<file path="config.mk">
export PLATFORM = sky130hd
export DESIGN_NAME = button_debounce_flat
export DESIGN_NICKNAME = d
export VERILOG_FILES = /design/src/rtl/button_debounce_if.sv /design/src/rtl/button_debounce.sv /design/src/flat_wrapper.sv
export SDC_FILE = /design/constraint.sdc
export NUM_CORES = 1
export LEC_CHECK = 0
export BUFFER_PORTS_ARGS = -buffer_cell sky130_fd_sc_hd__clkbuf_2
export CORE_ASPECT_RATIO = 0.75
export CORE_UTILIZATION = 45
export DETAILED_ROUTE_END_ITERATION = 7
export PLACE_DENSITY = 0.65
export SLEW_MARGIN = 5
export SYNTH_ARGS = -nofsm -noshare
export SYNTH_HDL_FRONTEND = slang
export SYNTH_SLANG_ARGS = --single-unit
export TNS_END_PERCENT = 50
</file>
<file path="constraint.sdc">
create_clock -name clk -period 2.4 [get_ports clk]
set_input_delay 0.24 -clock clk [delete_from_list [all_inputs] [get_ports clk]]
set_output_delay 0.24 -clock clk [all_outputs]
set_load 0.005 [all_outputs]
</file>
<file path="src/rtl/button_debounce_if.sv">
// Push-button signal bundle: raw pin toward the debouncer, conditioned level and pulses back.
interface button_debounce_if;
  logic btn_raw;
  logic button;
  logic pressed;
  logic released;
  logic long_press;

  modport master (
    output btn_raw,
    input  button,
    input  pressed,
    input  released,
    input  long_press
  );

  modport slave (
    input  btn_raw,
    output button,
    output pressed,
    output released,
    output long_press
  );
endinterface

</file>
<file path="src/rtl/button_debounce.sv">
// Push-button conditioner: 2-flop synchroniser, stability-count debouncer, registered
// press/release/long-press pulses.
module button_debounce #(
  parameter int unsigned DEBOUNCE_CYCLES = 4,
  parameter int unsigned LONG_CYCLES     = 20,
  parameter int unsigned CNT_WIDTH       = 16,
  parameter bit          ACTIVE_LOW      = 1'b0
) (
  input  logic             clk,
  input  logic             reset,
  button_debounce_if.slave bus
);

  if (DEBOUNCE_CYCLES < 1 || LONG_CYCLES < 1) begin : g_bad_params
    $error("button_debounce: DEBOUNCE_CYCLES and LONG_CYCLES must be >= 1");
  end

  localparam logic [CNT_WIDTH-1:0] DbLast   = CNT_WIDTH'(DEBOUNCE_CYCLES - 1);
  localparam logic [CNT_WIDTH-1:0] LongMax  = CNT_WIDTH'(LONG_CYCLES);
  localparam logic [CNT_WIDTH-1:0] LongLast = CNT_WIDTH'(LONG_CYCLES - 1);

  typedef enum logic [1:0] {
    SReleased,
    SPressChk,
    SPressed,
    SReleaseChk
  } state_e;

  state_e               state_q, state_d;
  logic                 sync0_q, sync1_q;
  logic                 pin_lvl;
  logic [CNT_WIDTH-1:0] db_cnt_q, db_cnt_d;
  logic [CNT_WIDTH-1:0] hold_cnt_q, hold_cnt_d;
  logic                 button_q, button_d;
  logic                 pressed_q, pressed_d;
  logic                 released_q, released_d;
  logic                 long_q, long_d;

  // Normalise polarity so that 1 always means "pressed" downstream.
  assign pin_lvl = bus.btn_raw ^ ACTIVE_LOW;

  always_ff @(posedge clk or posedge reset) begin
    if (reset) begin
      sync0_q <= 1'b0;
      sync1_q <= 1'b0;
    end else begin
      sync0_q <= pin_lvl;
      sync1_q <= sync0_q;
    end
  end

  always_ff @(posedge clk or posedge reset) begin
    if (reset) begin
      state_q    <= SReleased;
      db_cnt_q   <= '0;
      hold_cnt_q <= '0;
      button_q   <= 1'b0;
      pressed_q  <= 1'b0;
      released_q <= 1'b0;
      long_q     <= 1'b0;
    end else begin
      state_q    <= state_d;
      db_cnt_q   <= db_cnt_d;
      hold_cnt_q <= hold_cnt_d;
      button_q   <= button_d;
      pressed_q  <= pressed_d;
      released_q <= released_d;
      long_q     <= long_d;
    end
  end

  always_comb begin
    state_d    = state_q;
    db_cnt_d   = db_cnt_q;
    hold_cnt_d = hold_cnt_q;
    button_d   = button_q;
    pressed_d  = 1'b0;
    released_d = 1'b0;
    long_d     = 1'b0;

    // Hold counter runs for the whole accepted press, bounces included, and saturates.
    if (button_q && (hold_cnt_q < LongMax)) begin
      hold_cnt_d = hold_cnt_q + 1'b1;
      long_d     = (hold_cnt_q == LongLast);
    end

    unique case (state_q)
      SReleased: begin
        if (sync1_q) begin
          state_d  = SPressChk;
          db_cnt_d = '0;
        end
      end
      SPressChk: begin
        if (!sync1_q) begin
          state_d = SReleased;
        end else if (db_cnt_q == DbLast) begin
          state_d    = SPressed;
          button_d   = 1'b1;
          pressed_d  = 1'b1;
          hold_cnt_d = '0;
        end else begin
          db_cnt_d = db_cnt_q + 1'b1;
        end
      end
      SPressed: begin
        if (!sync1_q) begin
          state_d  = SReleaseChk;
          db_cnt_d = '0;
        end
      end
      SReleaseChk: begin
        if (sync1_q) begin
          state_d = SPressed;
        end else if (db_cnt_q == DbLast) begin
          state_d    = SReleased;
          button_d   = 1'b0;
          released_d = 1'b1;
          // Release takes priority over a coincident long-press threshold.
          long_d     = 1'b0;
        end else begin
          db_cnt_d = db_cnt_q + 1'b1;
        end
      end
      default: state_d = SReleased;
    endcase
  end

  assign bus.button     = button_q;
  assign bus.pressed    = pressed_q;
  assign bus.released   = released_q;
  assign bus.long_press = long_q;

endmodule

</file>
<file path="src/flat_wrapper.sv">
// flat-port wrapper written by rule: the top's interface ports become plain ports
module button_debounce_flat 
#(
  parameter int unsigned DEBOUNCE_CYCLES = 4,
  parameter int unsigned LONG_CYCLES     = 20,
  parameter int unsigned CNT_WIDTH       = 16,
  parameter bit          ACTIVE_LOW      = 1'b0
)
  (clk, reset, bus_btn_raw, bus_button, bus_pressed, bus_released, bus_long_press);
  button_debounce_if bus_i ();
  input  logic clk;
  input  logic reset;
  input wire logic [$bits(bus_i.btn_raw)-1:0] bus_btn_raw;
  output wire logic [$bits(bus_i.button)-1:0] bus_button;
  output wire logic [$bits(bus_i.pressed)-1:0] bus_pressed;
  output wire logic [$bits(bus_i.released)-1:0] bus_released;
  output wire logic [$bits(bus_i.long_press)-1:0] bus_long_press;
  assign bus_i.btn_raw = bus_btn_raw;
  assign bus_button = bus_i.button;
  assign bus_pressed = bus_i.pressed;
  assign bus_released = bus_i.released;
  assign bus_long_press = bus_i.long_press;
  button_debounce #(.DEBOUNCE_CYCLES(DEBOUNCE_CYCLES), .LONG_CYCLES(LONG_CYCLES), .CNT_WIDTH(CNT_WIDTH), .ACTIVE_LOW(ACTIVE_LOW)) u_core (.clk(clk), .reset(reset), .bus(bus_i));
endmodule
</file>
==> metrics.txt, run 1 <==
drt total wl=3600 µm; CTS Hold Bufs=0; Post-synth EDFFs=0; # nets final=199; RSZ-0062 raised after global routing=false; post-synthesis sequential area ratio=0.545; met2 wire length=1430 µm; Post-CTS Setup Inserts=0; Top Layer Used=met4; CP startpoint=u_core.hold_cnt_q[15]; routability cong.=0.918; reg-to-reg endpoint=u_core.hold_cnt_q[3]; post-synth net total=187; startpoint type of the worst setup path=flop; clock sinks=40; vias in the first global route=1218; Met1 Wirelength=1940 µm; post-placement cell area=1940 µm²; ant diodes=0; antenna violations before repair=0; worst setup path endpoint=u_core.hold_cnt_q[3]; crit path max fanout=5; Yosys top cell area share=0.545; combinational power share=0.268; Antenna Violating Nets Remaining=0; largest family of logic cells by synthesized area=simple AND/OR/NAND/NOR gates; Worst-Skew Late Latency=0.29 ns; IO Pins=7; Crit Path Category=reg2reg; share of cells above drive strength 1=0.103; Clock Skew=0.00622 ns; Mapped Area=1840 µm²; Hold Path Class=in2async; final setup fails=0; CP required=2.62 ns; first-pass GRT wire length=6060 µm; largest net degree at the start of global routing=41; Critical R2R Launch=u_core.hold_cnt_q[15]; Placeable Area=3780 µm²; Pint=1150 µW; drt initial violations=137; Die H=57.3 µm; root buffer cell=clkbuf_8; CP delay by family, top=simple AND/OR/NAND/NOR gates; Pre-antenna DRT Iters=4; DR vias/cell=5.61; Synth Area in Compound Gates=0.121; met3 routed WL=186 µm; Switching Fraction=0.354; Total Routing Usage GR=0.193; Yosys cell types=36; area leader, netlist=dfrtp_1; Final Cycle Share=0.834; grt ovf=0; Core Rows=19; sw power=630 µW; Synth Flop Type=dfrtp_1; top cells by count, synth=dfrtp_1 (40), nand2_1 (14), a21oi_1 (12), o21ai_0 (12); starting density of the core=0.486; most common cell in the netlist=dfrtp_1; Avg Inst Size Synth=10.1 µm²; fmax=500 MHz; Synth Area in XOR/XNOR=0.0191; setup_tns=0 ns; static leakage=0.000918 µW; dpl hpwl=2600 µm; CP Capture Type=flop; ranking of synthesized cells by area=dfrtp_1 (54%), nor2b_1 (3.7%), a21oi_1 (3.3%); Flop pwr share=0.491; Final Cell Area=2030 µm²; Crit path largest cell delay=0.59 ns; Via Count=1386; Post-Synth Simple-Gate Area=0.259; pwr dens=877 nW/µm²; post-CTS sizing=0; synthesis-stage register bit count=40; CP bufs+invs=0; IO buf count=6; Reg2Reg Depth=4; Final min period=2.00 ns; Worst Path Arrival=2.22 ns; Slowest cell on crit path=nor4_1; H-Tree Depth=2; Slew @ Worst Pin=0.644 ns; Die W=75.8 µm; Async SR Flop Fraction=1.00; status=complete, no violations; Fillers=338; maximum vdd drop=0.536 mV; CP Cell Sequence=nor4_1 > nand3b_1 > or4_1 > a21oi_1; CTS max path bufs=2; WL per Instance=14.6 µm; Clk pwr share=0.240; Rel. slew slack=0.567; post-synthesis mux area share=0.0163; max_cap viols=0; # DRC=0; Area Growth Syn to Fin=10.6%; Fin. Hold Viols=0; Synth Instances=182; warnings from Yosys=0; CTS Buf Count=5; R2R Setup Slk=0.40 ns; Final Max Slew Viols=0; Adder-Cell Fraction of Synth Area=0.0136; CTS tree=built; Crit. path cell count=4; Die Footprint=4340 µm²; clock-pin slew on the worst setup and hold paths=0.08 ns
through the flow:
stage                      util  cells  power, µW  setup slack [ns]  hold slack, ns
after global routing      0.538    247       1910             0.299          0.0327
final                     0.538    247       1780             0.398          0.0421
after floorplan               -    182       1200             0.483           0.271
after CTS                 0.538    247       1800             0.405          0.0400
after detailed placement  0.514    239       1360             0.430           0.341
after global placement    0.514    239       1340             0.468           0.337
worst register-to-register path, stage by stage, from the launching register on:
cell and delay [ns]:
dfrtp_1 0.38, nor4_1 0.59, nand3b_1 0.27, or4_1 0.54, a21oi_1 0.16
state kept, by name, indices dropped and copies added, names as in the netlist, named ones only:
| name | count |
|---|---|
| u_core.db_cnt_q | 16 |
| u_core.hold_cnt_q | 16 |
| u_core.bus.button | 1 |
| u_core.bus.long_press | 1 |
| u_core.bus.pressed | 1 |
| u_core.bus.released | 1 |
| u_core.state_q | 1 |
| u_core.sync0_q | 1 |
| u_core.sync1_q | 1 |
cell families (layout without fill, tap and decap cells):
kind of cell,count (synthesis),count (layout)
fa+ha+maj,2,2
compound gates,37,37
simple gates,84,84
buf+inv,12,25
flops,40,40
mux,3,3
xor+xnor,4,4
how the worst min path moves through the flow:
stage / from / to / slack, ns / cells past startpoint
3_5_place_dp: u_core.sync0_q / u_core.sync1_q / 0.34 / 0
3_3_place_gp: u_core.sync0_q / u_core.sync1_q / 0.34 / 0
5_1_grt: bus_btn_raw / u_core.sync0_q / 0.03 / 1
2_1_floorplan: bus_btn_raw / u_core.sync0_q / 0.27 / 0
6_report: reset / u_core.state_q[0] / 0.04 / 3
4_1_cts: bus_btn_raw / u_core.sync0_q / 0.04 / 1
power by group through the flow:
stage	Combinational [µW]	Clock, µW	Sequential [µW]
after floorplan	362	0	843
after global placement	459	0	876
after detailed placement	478	0	885
after CTS	478	449	872
after global routing	546	474	889
final	478	428	875
placed cells by master (no fill, tap or decap), types with 2 or more instances in the layout:
| cell | n |
|---|---|
| and4_1 | 4 |
| o211ai_1 | 2 |
| mux2i_1 | 3 |
| o21ai_0 | 12 |
| nor2_1 | 11 |
| a31oi_1 | 2 |
| or4_1 | 3 |
| and3_1 | 3 |
| nor3_1 | 6 |
| nor4_1 | 5 |
| nand3_1 | 9 |
| or3_1 | 7 |
| nand4_1 | 3 |
| o41ai_1 | 2 |
| clkbuf_8 | 5 |
| a21oi_1 | 12 |
| nor2b_1 | 11 |
| o31ai_1 | 2 |
| dfrtp_1 | 40 |
| buf_4 | 5 |
| nor4b_1 | 3 |
| inv_1 | 6 |
| xnor2_1 | 3 |
| clkinv_2 | 2 |
| clkbuf_2 | 6 |
| ha_1 | 2 |
| nand2_1 | 14 |
area by class of cell:
type / instances / area, µm² / area share
sequential: 40 / 1000 / 0.493
multi-input combinational: 130 / 788 / 0.388
clock buffer: 5 / 68.8 / 0.0339
timing repair buffer: 11 / 67.6 / 0.0333
tap: 52 / 65.1 / 0.0320
inverter: 6 / 22.5 / 0.0111
clock inverter: 3 / 18.8 / 0.00924
per-layer routing:
metal  GRT usage  up-vias
li1            -      690
met1       0.305      646
met2       0.248       45
met3      0.0477        5
met4      0.0794        0
met5           0        -
(Power assumes the default switching activity.)
==> run 2: changes to the inputs <==
- ABC_AREA: unset -> 1
- clock period: 2.4 -> 2.1 ns (I/O delays scaled with it)
==> metrics.txt, run 2 <==
status=complete, no violations (unchanged); Crit Path Category=reg2reg (unchanged); crit path max fanout=33 (was 5); starting density of the core=0.469 (was 0.486); root buffer cell=clkbuf_8 (unchanged); Clock Skew=0.00484 ns (was 0.00622 ns); # DRC=0 (unchanged); IO Pins=7 (unchanged); Async SR Flop Fraction=1.00 (unchanged); routability cong.=0.835 (was 0.918); dpl hpwl=2960 µm (was 2600 µm); Fillers=461 (was 338); synthesis-stage register bit count=40 (unchanged); Die Footprint=4930 µm² (was 4340 µm²); CP Capture Type=flop (unchanged); first-pass GRT wire length=6910 µm (was 6060 µm); grt ovf=0 (unchanged); Top Registers=u_core.db_cnt_q (16), u_core.hold_cnt_q (16) (unchanged); Core Rows=21 (was 19); Final min period=1.64 ns (was 2.00 ns); CTS Buf Count=5 (unchanged); area of the multi-input gates=878 µm² (was 788 µm²); RSZ-0062 raised after global routing=false (unchanged); Antenna Violating Nets Remaining=0 (unchanged); clock-pin slew on the worst setup and hold paths=0.08 ns (about the same); # nets final=293 (was 199); Total Routing Usage GR=0.189 (was 0.193); Synth Instances=279 (was 182); Worst-Skew Late Latency=0.29 ns (about the same); CP required=2.32 ns (was 2.62 ns); clock sinks=40 (unchanged); static leakage=0.00109 µW (was 0.000918 µW); IO buf count=6 (unchanged); Slew @ Worst Pin=0.498 ns (was 0.644 ns); Mapped Area=2090 µm² (was 1840 µm²); Die H=61.1 µm (was 57.3 µm); Fin. Hold Viols=0 (unchanged); CTS max path bufs=2 (unchanged); maximum vdd drop=0.478 mV (was 0.536 mV); commonest non-fill, non-tap cell in the layout=nand2_1 (was dfrtp_1); Rel. slew slack=0.668 (was 0.567); top cells by count, synth=nand2_1 (62), nor2_1 (44), inv_1 (41) (was dfrtp_1 (40), nand2_1 (14), a21oi_1 (12), o21ai_0 (12)); pwr dens=928 nW/µm² (was 877 nW/µm²); Area Growth Syn to Fin=8.55% (was 10.6%); drt total wl=4190 µm (was 3600 µm); startpoint type of the worst setup path=flop (unchanged); share of cells above drive strength 1=0.0865 (was 0.103); Worst Path Arrival=1.86 ns (was 2.22 ns); CTS tree=built (unchanged); Storage cell area=1000 µm² (unchanged); fmax=610 MHz (was 500 MHz); DR vias/cell=4.98 (was 5.61); Placeable Area=4470 µm² (was 3780 µm²); setup_tns=0 ns (unchanged); Final Max Slew Viols=0 (unchanged); max_cap viols=0 (unchanged); Yosys top cell area share=0.478 (was 0.545); CTS Hold Bufs=0 (unchanged); most common cell in the netlist=nand2_1 (was dfrtp_1); post-CTS sizing=0 (unchanged); commonest cells after routing, fill and taps aside=nand2_1 (62), nor2_1 (44), inv_1 (41) (was dfrtp_1 (40), nand2_1 (14), o21ai_0 (12), a21oi_1 (12)); Synth Flop Type=dfrtp_1 (unchanged); Via Count=1722 (was 1386); final setup fails=0 (unchanged); Post-CTS Setup Inserts=0 (unchanged); post-synth net total=284 (was 187); ant diodes=0 (unchanged); drt initial violations=138 (was 137); ranking of synthesized cells by area=dfrtp_1 (48%), nand2_1 (11%), nor2_1 (7.9%) (was dfrtp_1 (54%), nor2b_1 (3.7%), a21oi_1 (3.3%)); Post-synth EDFFs=0 (unchanged); vias in the first global route=1439 (was 1218); Final Cycle Share=0.781 (was 0.834); Die W=80.8 µm (was 75.8 µm); fin cells=346 (was 247); H-Tree Depth=2 (unchanged); warnings from Yosys=0 (unchanged); Inst Count DP=338 (was 239); post-synthesis sequential area ratio=0.478 (was 0.545); area leader, netlist=dfrtp_1 (unchanged); Hold Path Class=in2async (unchanged); Pre-antenna DRT Iters=4 (unchanged); WL per Instance=12.1 µm (was 14.6 µm); Avg Inst Size Synth=7.50 µm² (was 10.1 µm²); Yosys cell types=23 (was 36); antenna violations before repair=0 (unchanged); largest net degree at the start of global routing=41 (unchanged)
==> run 2: per-stage QoR <==
| stage | instance area (µm²) | hold slack, ns | setup WS, ns | utilization | total power, µW |
|---|---|---|---|---|---|
| 6_report | 2270 | 0.00570 | 0.460 | 0.509 | 2110 |
| 5_1_grt | 2270 | 0.0144 | 0.277 | 0.509 | 2250 |
| 4_1_cts | 2270 | 0.0171 | 0.472 | 0.509 | 2120 |
| 3_5_place_dp | 2160 | 0.324 | 0.487 | 0.484 | 1480 |
| 3_3_place_gp | 2160 | 0.321 | 0.523 | 0.484 | 1490 |
| 2_1_floorplan | 2090 | 0.241 | 0.605 | - | 1400 |
==> run 2: cells by family (layout without fill, tap and decap cells) <==
group           Yosys count  after routing  synth area share
flops                    40             40             0.478
fa+ha+maj                 2              2            0.0120
simple gates            159            159             0.333
xor+xnor                  3              3            0.0126
buf+inv                  49             59             0.102
compound gates           26             26            0.0622
==> run 2: critical path, cell delays in order (launching register included) <==
cell     delay (ns)
dfrtp_1        0.47
ha_1           0.21
nand4_1        0.11
nor2_2         0.14
nand3_2        0.13
nand2_4        0.29
nand2_1        0.12
o21ai_1        0.09
==> run 2: worst paths after layout <==
check                              startpoint             endpoint  slack [ns]  cells past startpoint
hold / removal                          reset   u_core.db_cnt_q[2]       0.006                      3
hold reg to reg                u_core.sync0_q       u_core.sync1_q        0.35                      0
min in group clk                  bus_btn_raw       u_core.sync0_q        0.02                      1
setup / recovery           u_core.db_cnt_q[0]   u_core.db_cnt_q[3]        0.46                      7
setup reg to reg           u_core.db_cnt_q[0]   u_core.db_cnt_q[3]        0.46                      7
max in group asynchronous               reset  u_core.db_cnt_q[10]        1.75                      3
==> run 2: per-layer routing <==
metal  vias to the layer above  track usage  wire length (µm)
li1                        898            -                 -
met1                       781        0.302              2300
met2                        35        0.236              1640
met3                         8       0.0593               196
met4                         0       0.0536                54
met5                         -            0                 0
==> run 2: area by class of cell <==
| cell class | count | share of cell area |
|---|---|---|
| Clock buffer | 5 | 0.0303 |
| Clock inverter | 3 | 0.0187 |
| Inverter | 42 | 0.0694 |
| Multi-Input combinational cell | 190 | 0.387 |
| Sequential cell | 40 | 0.441 |
| Tap cell | 57 | 0.0314 |
| Timing Repair Buffer | 9 | 0.0231 |
==> run 2: power by group <==
part           internal, µW  switching [µW]  leakage, µW
registers               870             113     0.000538
clock network           352             281    0.0000541
logic                   161             332     0.000500
total                  1380             725      0.00109
